[config.mk]
export PLATFORM = sky130hd
export DESIGN_NAME = binary_encoder_4_2
export DESIGN_NICKNAME = d
export VERILOG_FILES = /design/src/rtl/binary_encoder_4_2.sv
export SDC_FILE = /design/constraint.sdc
export NUM_CORES = 1
export LEC_CHECK = 0
export BUFFER_PORTS_ARGS = -buffer_cell sky130_fd_sc_hd__buf_2
export CORE_UTILIZATION = 45
export DETAILED_ROUTE_END_ITERATION = 10
export GPL_ROUTABILITY_DRIVEN = 1
export HOLD_SLACK_MARGIN = 0.12
export PLACE_DENSITY = 0.72
export SLEW_MARGIN = 15
export SYNTH_ARGS = -nofsm -noshare
export SYNTH_HDL_FRONTEND = slang
export SYNTH_SLANG_ARGS = --single-unit
[constraint.sdc]
create_clock -name clk -period 3.1 [get_ports clk]
set_input_delay 0.31 -clock clk [delete_from_list [all_inputs] [get_ports clk]]
set_output_delay 0.31 -clock clk [all_outputs]
set_load 0.03 [all_outputs]
[src/rtl/binary_encoder_4_2.sv]
`default_nettype none
// +----------------------------------------------------------------------+
// | binary_encoder_4_2: registered priority encoder with valid/ready,     |
// | empty/multi-hot flags and a saturating multi-hot counter. Rev 1.0     |
// +----------------------------------------------------------------------+
module binary_encoder_4_2 #(
  parameter int IN_BITS  = 2,
  parameter int CNT_BITS = 8
) (
  input  logic                    clk,
  input  logic                    rst,
  input  logic                    in_valid,
  output logic                    in_ready,
  input  logic [2**IN_BITS-1:0]   in,
  input  logic                    en,
  output logic                    out_valid,
  input  logic                    out_ready,
  output logic [IN_BITS-1:0]      out,
  output logic                    out_zero,
  output logic                    out_multi,
  output logic [CNT_BITS-1:0]     err_count
);

  localparam int N = 2**IN_BITS;
  localparam logic [0:0] S_EMPTY = 1'b0;
  localparam logic [0:0] S_FULL  = 1'b1;
  localparam logic [CNT_BITS-1:0] c_cnt_max = {CNT_BITS{1'b1}};
  localparam logic [N-1:0]        c_one     = {{(N-1){1'b0}}, 1'b1};

  logic [0:0]          r_state;
  logic [IN_BITS-1:0]  r_out;
  logic                r_zero;
  logic                r_multi;
  logic [CNT_BITS-1:0] r_cnt;

  logic [N-1:0]        w_word;
  logic [IN_BITS-1:0]  w_idx;
  logic                w_zero;
  logic                w_multi;
  logic                w_accept;

  assign w_word  = en ? in : '0;
  assign w_zero  = (w_word == '0);
  // Clearing the lowest set bit leaves something only if two or more were set.
  assign w_multi = |(w_word & (w_word - c_one));

  always_comb begin
    w_idx = '0;
    for (int i = 0; i < N; i++) begin
      if (w_word[i]) begin
        w_idx = i[IN_BITS-1:0];
      end
    end
  end

  assign out_valid = (r_state == S_FULL);
  assign in_ready  = !out_valid || out_ready;
  assign w_accept  = in_valid && in_ready;

  always_ff @(posedge clk) begin
    if (rst) begin
      r_state <= S_EMPTY;
      r_out   <= '0;
      r_zero  <= 1'b0;
      r_multi <= 1'b0;
      r_cnt   <= '0;
    end else begin
      if (w_accept) begin
        r_state <= S_FULL;
        r_out   <= w_idx;
        r_zero  <= w_zero;
        r_multi <= w_multi;
        if (w_multi && (r_cnt != c_cnt_max)) begin
          r_cnt <= r_cnt + 1'b1;
        end
      end else if (out_ready) begin
        r_state <= S_EMPTY;
      end
    end
  end

  assign out       = r_out;
  assign out_zero  = r_zero;
  assign out_multi = r_multi;
  assign err_count = r_cnt;

endmodule
`default_nettype wire

== Word level (Yosys, flattened, before mapping) ==
Cells that the tools add are included.
Storage, ports and cells
  bits of input ports: 9
  output and inout port bits: 14
  word-level logic and storage cells: 23
  bits in registers: 13
Operators by class
  bitwise logic cells: 1
  eq/ne operators: 1
  reduce and logical (&&, ||, !) cells: 8
  add/sub/neg operators: 2
  multiplexer cells: 6
Operator list (count)
  8-bit by 1-bit adder with 8-bit output, second input constant: 1
  8-bit inequality test, second input constant: 1
  4-bit bitwise AND: 1
  4-bit zero test: 1
  2-bit 2-to-1 mux: 2
  4-bit 2-to-1 mux: 1
  4-bit OR reduction: 1
  4-bit by 1-bit subtractor with 4-bit output, second input constant: 1
  1-bit 2-to-1 mux: 3
  1-bit logical AND: 2
  2-bit AND reduction: 1
  2-bit nonzero test: 1
  1-bit zero test: 1
  1-bit logical OR: 1

== Logic depth before layout (Yosys ltp) ==
  word-level depth: 6
  gate-level depth with buffers: 6
  gate-level depth less buffers: 5

== Least setup slack after synthesis ==
OpenSTA, ideal clock, no wires.
  path type: register to register
  from: register r_cnt[0] (netlist: err_count[0])
  to: register r_cnt[0] (netlist: err_count[0])
  required time: 2.968 ns
  library setup time: 0.132 ns
  data arrival time: 1.496 ns
  path buffers: 1
  cell stages (with the launch flop): 7
  path slack: 1.472 ns
  path through: dfxtp_1 ha_1 nand3_1 o211ai_2 buf_2 or3_1 a21oi_1
Between the ends
  word-level cells in the longest chain between the ends: 3
  elaborated cells between the ends (all ways): 4
RTL lines
  start: declaration: line 34  | logic [CNT_BITS-1:0] r_cnt;
  start signal: assignment: line 74  | r_cnt <= r_cnt + 1'b1;
  parallel branches: the longest is 3 deep, another holds 8-bit by 1-bit adder with 8-bit output
Parallel ways; which one is timed is not known.
A chain may end at the register's enable or synchronous reset.

== Final worst setup path ==
  from: register r_cnt[0] (netlist: err_count[0])
  to: register r_cnt[5] (netlist: err_count[5])
The elaborated chain is that of the path after synthesis.

==> impl_results.md <==
* Width of the die at 40.0 um
* Post-Syn Area per Cell at 8.76 um2
* # DRC at 0
* CP Max Fanout at 16
* Fill cells at 137
* Hold_ws at 0.302 ns
* Iter 0 DRT Violations at 24
* Delay-heaviest family, CP: simple AND/OR/NAND/NOR gates
* Ant. Diodes at 0
* Site Rows at 13
* RSZ-0062 raised after global routing: no
* Remaining Overflow, GRT at 0
* Synth Register Bits at 13
* Antenna Nets Post-Route at 0
* GRT Total Usage at 20.7%
* Drt via density at 5.92
* # setup viols final at 0
* Worst skew pair latency at 0.28 ns
* Share of the synthesized area in the top cell type at 40.2%
* Layout Cells excl Fill at 112
* CP Launch Type: flop
* Finished Core Util at 59.9%
* Largest net degree at the start of global routing at 18
* WS Path Type: flop to flop
* Buf/Inv on CP at 0
* Flop pwr share at 52.4%
* Die area at 1600 um2
* Total number of vias at 663
* CP max-delay cell: or4_1
* Total power at 333 uW
* Synth area leader: dfxtp_1
* Max VDD drop at 0.235 mV
* Buffers added on ports at 22
* Clk pin slew, worst setup/hold paths at 0.09 ns
* Final setup TNS at 0 ns
* Period utilization at 55.8%
* Fmax at 579 MHz
* Area grow syn2layout at 21.8%
* Pwr dens at 422 nW/um2
* # hold bufs at CTS at 0
* Pins Over Slew Limit at 0
* Post-Syn Instances at 74
* WL/cell at 13.0 um
* EDFF count, synth at 0
* Post-CTS Resized at 0
* Initial antenna violation count at 0
* Fin. Hold Viols at 0
* Register area share after synthesis at 40.2%
* Switching Fraction at 28.7%
* CTS root buffer: clkbuf_4
* Comb power frac at 15.1%
* Switching power at 95.8 uW
* Die height at 40.0 um
* Effective utilization at floorplan at 49.2%
* Max-cap violation count at 0
* CP required at 3.31 ns
* Worst path cell trace: ha_1, nand3_1, o211ai_2, or4_1, a21oi_1
* Core ar. at 1320 um2
* Drt first pass iters at 4
* CP arrival at 1.94 ns
* Layout cell share with drive strength beyond 1 at 29.9%
* CTS buffer count at 3
* Post-Synthesis Net Count at 84
* Dpl hpwl at 1020 um
* Synth warnings at 0
* Syn Std Cell Area at 648 um2
* Top_reg_cell synth: dfxtp_1
* Setup crit end kind: flop
* Global-route wire length before repair at 2200 um
* Post-CTS Repair Setup Buffers at 0
* Tightest Pin Transition at 0.531 ns
* Max H-tree Level at 1
* Max Buffers Root-to-Sink at 2
* CTS tree: done
* Fin crit period at 1.73 ns
* Asr flop ratio synth at 0%
* Cell Int Power at 238 uW
* Post-layout nets at 108
* HP Class: input pin to flop
* Routed wire length at 1460 um
* CP max stage delay at 0.54 ns
* Final Skew at 0.00309 ns
* Vias in the first global route at 498
* Max-slew headroom at 64.5%
* Leakage at 0.000310 uW
* # IOs at 23
* Clock sink count at 13
* Clock network power share at 32.4%
* Gpl congestion at 0.761
* Outcome: completed
* Placed cell count at 108
* Unique masters post-synth at 23
* Ranking of synthesized cells by area: dfxtp_1 40%, a21oi_1 9.3%, or4_1 8.1%
[per-layer routing]
metal / up-vias / part of all wire (%) / global-route usage (%)
met5: - / 0 / 0
met4: 0 / 0.62 / 10.3
met3: 2 / 8.2 / 5.00
met2: 27 / 44 / 27.8
met1: 298 / 47 / 30.2
li1: 336 / - / -
[logic make-up (layout without fill, tap and decap cells)]
kind of cell	count (synthesis)	count (layout)	synth area share, %
simple gates	28	28	27.6
buf+inv	6	29	3.86
flops	13	13	40.2
compound gates	26	26	26.4
fa+ha+maj	1	1	1.93
[final timing paths]
kind	startpoint	end	slack, ns	depth (start not counted)
max	err_count[0]	err_count[5]	1.37	5
min	in_valid	out_valid	0.30	3
max reg2reg	err_count[0]	err_count[5]	1.37	5
min reg2reg	out[0]	out[0]	0.46	2
[synthesized netlist by cell type (2+ instances only)]
cell type and count:
or4_1 7, dfxtp_1 13, inv_1 3, o211ai_1 2
nand3_1 3, a21oi_1 12, nand2_1 6, nand2b_1 2
or3_1 2, o21ai_0 2, and4_1 2, o31ai_1 6
nand4_1 2, a211o_2 2, buf_2 2
[power by group through the flow]
stage	registers, uW	logic (uW)	clock network, uW
6_report	175	50.4	108
5_1_grt	176	55.3	117
4_1_cts	175	50.5	110
3_5_place_dp	179	50.3	0
3_3_place_gp	179	49.3	0
2_1_floorplan	189	23.3	0
[worst register-to-register path: stages, from the launching register on]
cell,delay [ns]
dfxtp_1,0.36
ha_1,0.27
nand3_1,0.12
o211ai_2,0.23
or4_1,0.54
a21oi_1,0.15
[flip-flops by register name, indices dropped and copies added (netlist names)]
signal / flops
err_count: 8
out_valid: 1
out: 2
out_multi: 1
out_zero: 1
[stage by stage]
stage,cell area (um2),setup slack [ns]
3_5_place_dp,763,1.41
6_report,790,1.37
2_1_floorplan,648,1.47
4_1_cts,790,1.37
5_1_grt,790,1.21
3_3_place_gp,763,1.47
[layout by cell type (no fill, tap or decap), drive strengths merged, types with 2 or more instances in the layout]
cell / Yosys / routed
nand3: 4 / 4
dfxtp: 13 / 13
o31ai: 6 / 6
nand2b: 2 / 2
a211o: 2 / 2
or3: 2 / 2
or4: 7 / 7
nand2: 6 / 6
and4: 2 / 2
inv: 3 / 3
o21ai: 2 / 2
nand4: 2 / 2
clkbuf: 1 / 4
buf: 2 / 22
o211ai: 3 / 3
a21oi: 12 / 12
[cell type report]
type	count	area, um2	area share, %
multi-input combinational	55	363	46.0
sequential	13	260	33.0
timing repair buffer	22	110	13.9
clock buffer	4	26.3	3.33
tap	15	18.8	2.38
inverter	3	11.3	1.43
(Power assumes the default switching activity.)
